## src/rtl/bresenham_line_engine.sv

```systemverilog
// Bresenham line rasteriser: latches an endpoint pair on draw_en and streams one pixel per
// valid/ready handshake. Define BLA_PIXEL_COUNT_EN to add the pixel_count output.
module bresenham_line_engine #(
  parameter int COORD_W = 8
) (
  input  logic               clk,
  input  logic               n_rst,
  input  logic               draw_en,
  input  logic [COORD_W-1:0] x0,
  input  logic [COORD_W-1:0] y0,
  input  logic [COORD_W-1:0] x1,
  input  logic [COORD_W-1:0] y1,
  input  logic               pixel_ready,
  output logic [COORD_W-1:0] pixel_x,
  output logic [COORD_W-1:0] pixel_y,
  output logic               pixel_valid,
  output logic               draw_done,
`ifdef BLA_PIXEL_COUNT_EN
  output logic [COORD_W:0]   pixel_count,
`endif
  output logic               busy
);

  localparam int EW = COORD_W + 3;

  typedef enum logic [1:0] {IDLE, PLOT, DONE, REARM} state_t;

  state_t                    state_q, state_d;
  logic [COORD_W-1:0]        x_q, x_d, y_q, y_d, xe_q, xe_d, ye_q, ye_d;
  logic [COORD_W:0]          dx_q, dx_d;
  logic signed [EW-1:0]      dy_q, dy_d, err_q, err_d;
  logic                      sx_neg_q, sx_neg_d, sy_neg_q, sy_neg_d;
  logic [COORD_W:0]          cnt_q, cnt_d;

  logic [COORD_W-1:0]        adx, ady;
  logic signed [EW-1:0]      dx_e;
  logic signed [EW:0]        e2, dx_ext, dy_ext;
  logic                      step_x, step_y, at_end, load, step;

  assign adx    = (x1 >= x0) ? (x1 - x0) : (x0 - x1);
  assign ady    = (y1 >= y0) ? (y1 - y0) : (y0 - y1);
  assign dx_e   = {2'b00, dx_q};
  assign e2     = {err_q, 1'b0};
  assign dx_ext = {3'b000, dx_q};
  assign dy_ext = {dy_q[EW-1], dy_q};
  // Both step decisions are taken against the pre-update error term.
  assign step_x = (e2 >= dy_ext);
  assign step_y = (e2 <= dx_ext);
  assign at_end = (x_q == xe_q) && (y_q == ye_q);
  assign load   = (state_q == IDLE) && draw_en;
  assign step   = (state_q == PLOT) && draw_en && pixel_ready && !at_end;

  // State register
  always_ff @(posedge clk or negedge n_rst) begin
    if (!n_rst) state_q <= IDLE;
    else        state_q <= state_d;
  end

  // Next-state logic
  always_comb begin
    state_d = state_q;
    case (state_q)
      IDLE:    if (draw_en) state_d = PLOT;
      PLOT: begin
        if (!draw_en)                   state_d = IDLE;
        else if (pixel_ready && at_end) state_d = DONE;
      end
      DONE:    state_d = REARM;
      REARM:   if (!draw_en) state_d = IDLE;
      default: state_d = IDLE;
    endcase
  end

  // Output logic
  always_comb begin
    pixel_valid = (state_q == PLOT);
    draw_done   = (state_q == DONE);
    busy        = (state_q != IDLE);
  end

  assign pixel_x = x_q;
  assign pixel_y = y_q;

  always_comb begin
    x_d      = x_q;
    y_d      = y_q;
    xe_d     = xe_q;
    ye_d     = ye_q;
    dx_d     = dx_q;
    dy_d     = dy_q;
    err_d    = err_q;
    sx_neg_d = sx_neg_q;
    sy_neg_d = sy_neg_q;
    cnt_d    = cnt_q;
    if (load) begin
      x_d      = x0;
      y_d      = y0;
      xe_d     = x1;
      ye_d     = y1;
      dx_d     = {1'b0, adx};
      dy_d     = -$signed({3'b000, ady});
      err_d    = $signed({3'b000, adx}) - $signed({3'b000, ady});
      sx_neg_d = !(x0 < x1);
      sy_neg_d = !(y0 < y1);
      cnt_d    = '0;
    end else begin
      // An accept in the abort cycle still counts, but no step follows it.
      if ((state_q == PLOT) && pixel_ready) cnt_d = cnt_q + (COORD_W+1)'(1);
      if (step) begin
        if (step_x) x_d = sx_neg_q ? (x_q - COORD_W'(1)) : (x_q + COORD_W'(1));
        if (step_y) y_d = sy_neg_q ? (y_q - COORD_W'(1)) : (y_q + COORD_W'(1));
        err_d = err_q + (step_x ? dy_q : '0) + (step_y ? dx_e : '0);
      end
    end
  end

  always_ff @(posedge clk or negedge n_rst) begin
    if (!n_rst) begin
      x_q      <= '0;
      y_q      <= '0;
      xe_q     <= '0;
      ye_q     <= '0;
      dx_q     <= '0;
      dy_q     <= '0;
      err_q    <= '0;
      sx_neg_q <= 1'b0;
      sy_neg_q <= 1'b0;
      cnt_q    <= '0;
    end else begin
      x_q      <= x_d;
      y_q      <= y_d;
      xe_q     <= xe_d;
      ye_q     <= ye_d;
      dx_q     <= dx_d;
      dy_q     <= dy_d;
      err_q    <= err_d;
      sx_neg_q <= sx_neg_d;
      sy_neg_q <= sy_neg_d;
      cnt_q    <= cnt_d;
    end
  end

`ifdef BLA_PIXEL_COUNT_EN
  assign pixel_count = cnt_q;
`else
  logic unused_cnt;
  assign unused_cnt = ^cnt_q;
`endif

endmodule

```

## config.mk

```make
export PLATFORM = sky130hd
export DESIGN_NAME = bresenham_line_engine
export DESIGN_NICKNAME = d
export VERILOG_FILES = /design/src/rtl/bresenham_line_engine.sv
export SDC_FILE = /design/constraint.sdc
export NUM_CORES = 1
export LEC_CHECK = 0
export BUFFER_PORTS_ARGS = -buffer_cell sky130_fd_sc_hd__buf_4
export CAP_MARGIN = 0
export CORE_MARGIN = 3
export CORE_UTILIZATION = 55
export DETAILED_ROUTE_END_ITERATION = 16
export PLACE_DENSITY = 0.78
export SKIP_LAST_GASP = 1
export SYNTH_ARGS = -nofsm -noshare
export SYNTH_HDL_FRONTEND = slang
export SYNTH_SLANG_ARGS = --single-unit
```

## constraint.sdc

```tcl
create_clock -name clk -period 4.3 [get_ports clk]
set_input_delay 0.43 -clock clk [delete_from_list [all_inputs] [get_ports clk]]
set_output_delay 0.43 -clock clk [all_outputs]
set_load 0.01 [all_outputs]
```

; ---- After elaboration in Yosys (flattened, before gate mapping)
; Index checks and enable logic that the tools add are counted.
[word_totals]
word_cells = 72
input_bits = 36
regBits = 66
[op_classes]
n_lt_le_gt_ge = 6
add_sub_neg = 12
n_eq_ne = 8
reduce_logical = 17
mux = 19
[op_table]
columns = op, count
row1 = 2-to-1 mux 8 bit, 11
row2 = 2-to-1 mux 11 bit, 3
row3 = subtractor 8 bit, 4
row4 = adder 8 x 1 -> 8 bit (second input constant), 2
row5 = == test 8 bit, 2
row6 = greater-or-equal comparator 8 bit, 2
row7 = less-than comparator 8 bit, 2
row8 = subtractor 8 x 1 -> 8 bit (second input constant), 2
row9 = greater-or-equal comparator 12 x 11 -> 1 bit, 1
row10 = less-or-equal comparator 12 x 9 -> 1 bit, 1
row11 = adder 11 bit, 1
row12 = adder 11 x 8 -> 11 bit, 1
row13 = negator 8 -> 11 bit, 1
row14 = subtractor 8 x 8 -> 9 bit, 1
row15 = 2-to-1 mux 2 bit, 4
row16 = case mux 2 bit (4 select lines), 1
row17 = nonzero test 2 bit, 4
row18 = logical AND 1 bit, 6
row19 = == test 2 bit (second input constant), 2
row20 = != test 2 bit (second input constant), 2
row21 = AND reduction 2 bit, 2
row22 = zero test 1 bit, 3
row23 = != test 3 x 2 -> 1 bit (second input constant), 1
row24 = AND reduction 3 bit, 1
row25 = other kinds (2), 2

; ---- Logic depth before layout (Yosys ltp)
[logic_depth]
word_depth = 6
mapped_depth = 21
mapped_depth_nobuf = 20

; ---- Least setup slack after synthesis
; No wires, ideal clock.
[synth_timing]
kind = reg-to-reg
startpoint = register err_q[2]
endpoint = register err_q[10]
period_less_slack_ns = 4.158
n_path_buf = 1
path_slack_ns = 0.142
path_stages_with_launch = 18
arrival_ns = 4.064
cell_sequence = dfrtp_1 > ha_1 > and4b_1 > a211oi_1 > or3_1 > o211a_1 > clkbuf_1 > nor3_1 > fa_1 > ha_1 > a21o_1 > a21oi_1 > nor2b_1 > o21a_1 > o41a_1 > a31oi_1 > xor2_1 > a211oi_1
[synth_via]
elab_chain_len = 6
word_cells_on_any_way = 8
classes_between = add/sub: 2 / order compare: 2 / mux: 4
[synth_lines]
columns = item, line_no
row1 = start: declaration, 31  ; logic signed [EW-1:0] dy_q, dy_d, err_q, err_d;
row2 = start signal: assignment, 136  ; err_q <= err_d;
row3 = greater-or-equal comparator 12 x 11 -> 1 bit, 47  ; assign step_x = (e2 >= dy_ext);
row4 = 2-to-1 mux 11 bit, 112  ; err_d = err_q + (step_x ? dy_q : '0) + (step_y ? dx_e : '0);
row5 = adder 11 bit, 112
row6 = adder 11 x 8 -> 11 bit (*), 112
row7 = 2-to-1 mux 11 bit (*), 109  ; if (step) begin
row8 = 2-to-1 mux 11 bit (*), 95  ; if (load) begin
; Mark *: on every way between the ends. The rest lies on a longest branch, timed or not. The select of a mux whose other input is x is not followed.
; A chain may end at the register's enable or synchronous reset.

; ---- Worst setup path after layout
[layout_timing]
startpoint = register dy_q[1]
endpoint = register err_q[10]
[layout_via]
elab_chain_len = 6
[layout_lines]
columns = item, line_no
row1 = start: declaration, 31
row2 = start signal: assignment, 135  ; dy_q <= dy_d;
row3 = greater-or-equal comparator 12 x 11 -> 1 bit, 47
row4 = 2-to-1 mux 11 bit (*), 112
row5 = adder 11 bit (*), 112
row6 = adder 11 x 8 -> 11 bit (*), 112
row7 = 2-to-1 mux 11 bit (*), 109
row8 = 2-to-1 mux 11 bit (*), 95
; Marks and branches as above.

==> results.toml <==
[routing]
drc = 0
vias = 5355
route.met2.wl_mm = 8.048
wl_met3_um = 705
m1WireLength_mm = 6.908
detail_route.first_pass.iterations = 6
drt_iter0_markers = 299
wl_per_cell_um = 17.44
antenna_left = 0
highest_layer = "met4"
route.final.wire_length_mm = 16.18
via_per_inst = 5.770

[setup_path]
reg2reg_depth = 16
arrival_ns = 4.48
cp-end-kind = "flip-flop"
startpoint_type = "flip-flop"
reg2reg_from = "dy_q[1]$_DFFE_PN0P_"
path_max_fanout = 4
crit_type = "reg2reg"
r2r_end = "err_q[10]$_DFFE_PN0P_"
required_ns = 4.53
rrSetupSlack_ns = 0.05

[global_routing]
grt_max_degree = 67
grt.overflow.total = 0
track_usage_pct = 25.76
grt_pass1_wl_mm = 26.12
antenna_found_initial = 0
grt_pass1_vias = 5473

[die]
start_util_pct = 58.00
die_area_um2 = 12480
rows = 37
fp.dieH_um = 111.7
io_pins = 55
core_region_area_um2 = 10600
die_w_um = 111.7

[status]
status = "finished clean"

[logic_synthesis]
synth_area_leaders = "dfrtp_1 27%, ha_1 17%, xnor2_1 5.7%"
syn_area_um2 = 6148
syn_area_per_cell_um2 = 8.660
synth_top_area_share_pct = 26.86
synth_fp_nets = 844
ys.warnings.count = 0
synth_edf_count = 0
syn_inst = 710
ys_ff_latch = 66
synth_cell_type_count = 64
synth_common_cells = "88 x inv_1, 82 x ha_1, 68 x nand2_1"
yosysTopAreaCell = "dfrtp_1"
yosys.cell_count.top_type = "inv_1"
synth_seq_area_share_pct = 26.86
async_reset_ff_share_pct = 100.0
synth_ff_type = "dfrtp_1"

[cts]
clockRootBuffer = "clkbuf_8"
cts_tree = "yes"
postCtsHoldBufs = 0
clk_pin_slew_worst_paths_ns = 0.07
cts_inserted_buffers = 9
clock_latency_ns = 0.36
cts.sinks = 66
htreeDepth = 3
cts_max_path_buffers = 2

[pwr]
p_per_area_nw_per_um2 = 643.3
p_leak_nw = 3.524
irDropWorstVdd_uv = 614.5

[layout]
finish.utilization_pct = 68.42
multi_input_area_um2 = 4260
regArea_um2 = 1653
instances_no_fill = 928
fin_area_um2 = 7253
drive_above_1_share_pct = 18.81
antennaDiodeCount = 0
fin_nets = 921
fill_cells = 875
area_growth_pct = 17.97

[placement]
hpwl_mm = 12.59
placed_cell_area_um2 = 6818
gp_congestion = 0.9216
port_buffers = 54
dpl.cell_count = 903

[sta]
period_needed_ns = 4.245
fin_crit_sh_pct = 98.72
setup_viol = 0
fmax_ghz = 0.2356
tightest_slew_ns = 0.8495
clock_skew_ns = 0.008307
final_max_slew_viol_count = 0
slew_headroom_pct = 43.36
hold_viol_final = 0

[run]
maxCapViolations = 0

[hold_path]
hold_path.class = "in2async"
metrics by stage:
step / setup TNS (ns) / worst slack (ns) / total power [W] / hold slack (ns)
detailed placement: -0.01558 / -0.009487 / 0.003749 / 0.4711
global route: -0.2301 / -0.1159 / 0.005105 / 0.2243
global placement: 0 / 0.05888 / 0.003647 / 0.4679
CTS: 0 / 0.008391 / 0.004280 / 0.2049
floorplan: 0 / 0.1417 / 0.002967 / 0.1344
finish: 0 / 0.05496 / 0.004666 / 0.1551
critical path: stages, from the launching register on:
cell and delay, ns:
dfrtp_1 0.36, inv_1 0.17, ha_4 0.24, and4b_1 0.23, o41ai_2 0.43, nor2b_4 0.31, nor3_2 0.06, fa_1 0.44
ha_1 0.31, a21o_1 0.19, a21oi_2 0.18, nor2b_1 0.07, o21a_1 0.18, o41a_1 0.46, a31oi_1 0.18, xor2_1 0.20
a211oi_1 0.09
what timing repair did:
item,CTS,global route
gates cloned,0,0
resized for setup,1,35
endpoints found under the setup margin,2,4
setup buffers,0,9
pin swaps,0,17
how the worst max path moves through the flow:
stage                               from                    end  slack [ns]  cells after the start
global placement    err_q[2]$_DFFE_PN0P_   err_q[9]$_DFFE_PN0P_        0.06                     17
detailed placement  err_q[1]$_DFFE_PN0P_   err_q[9]$_DFFE_PN0P_      -0.009                     20
finish               dy_q[1]$_DFFE_PN0P_  err_q[10]$_DFFE_PN0P_        0.05                     16
CTS                 err_q[1]$_DFFE_PN0P_   err_q[9]$_DFFE_PN0P_       0.008                     17
floorplan           err_q[2]$_DFFE_PN0P_  err_q[10]$_DFFE_PN0P_        0.14                     17
global route         dy_q[1]$_DFFE_PN0P_  err_q[10]$_DFFE_PN0P_       -0.12                     16
layout make-up:
cell class | instances | area share, %
tap | 136 | 2.346
multi-input combinational | 535 | 58.74
clock inverter | 2 | 0.1380
clock buffer | 14 | 2.381
inverter | 88 | 4.554
sequential | 66 | 22.79
timing repair buffer | 87 | 9.056
kinds of logic (layout without fill, tap and decap cells):
logic type / after synthesis / in the layout / share of synthesized area (%)
xor+xnor: 54 / 54 / 7.692
fa+ha+maj: 98 / 98 / 21.90
compound gates: 181 / 181 / 18.82
flops: 66 / 66 / 26.86
simple gates: 178 / 178 / 13.74
mux: 24 / 24 / 4.090
buf+inv: 109 / 191 / 6.899
layout by cell type, fill, tap and decap left out, types with 18 or more instances in the layout:
cell type / synthesis / routed
a21oi_1: 45 / 41
buf_4: 0 / 86
dfrtp_1: 66 / 65
ha_1: 82 / 75
inv_1: 88 / 85
mux2i_1: 18 / 18
nand2_1: 68 / 68
nor2_1: 38 / 36
o21ai_0: 50 / 48
xnor2_1: 40 / 40
report_power, final:
group | internal (W) | total [W] | switching (W)
registers | 0.000803 | 0.00102 | 0.000212
clock network | 0.000255 | 0.000499 | 0.000244
logic | 0.00149 | 0.00315 | 0.00166
total | 0.00255 | 0.00467 | 0.00212
flip-flops by register name, summed over array words and instances, names as in the netlist, 8 cells and up, named ones only:
signal   count
dy_q        11
pixel_x      8
pixel_y      8
xe_q         8
err_q       11
ye_q         8
dx_q         8
metal layers:
metal	track usage, %	vias to the layer above
li1	-	2600
met1	32.62	2575
met2	43.05	142
met3	3.804	38
met4	12.65	0
met5	0	-
(Power assumes the default switching activity.)
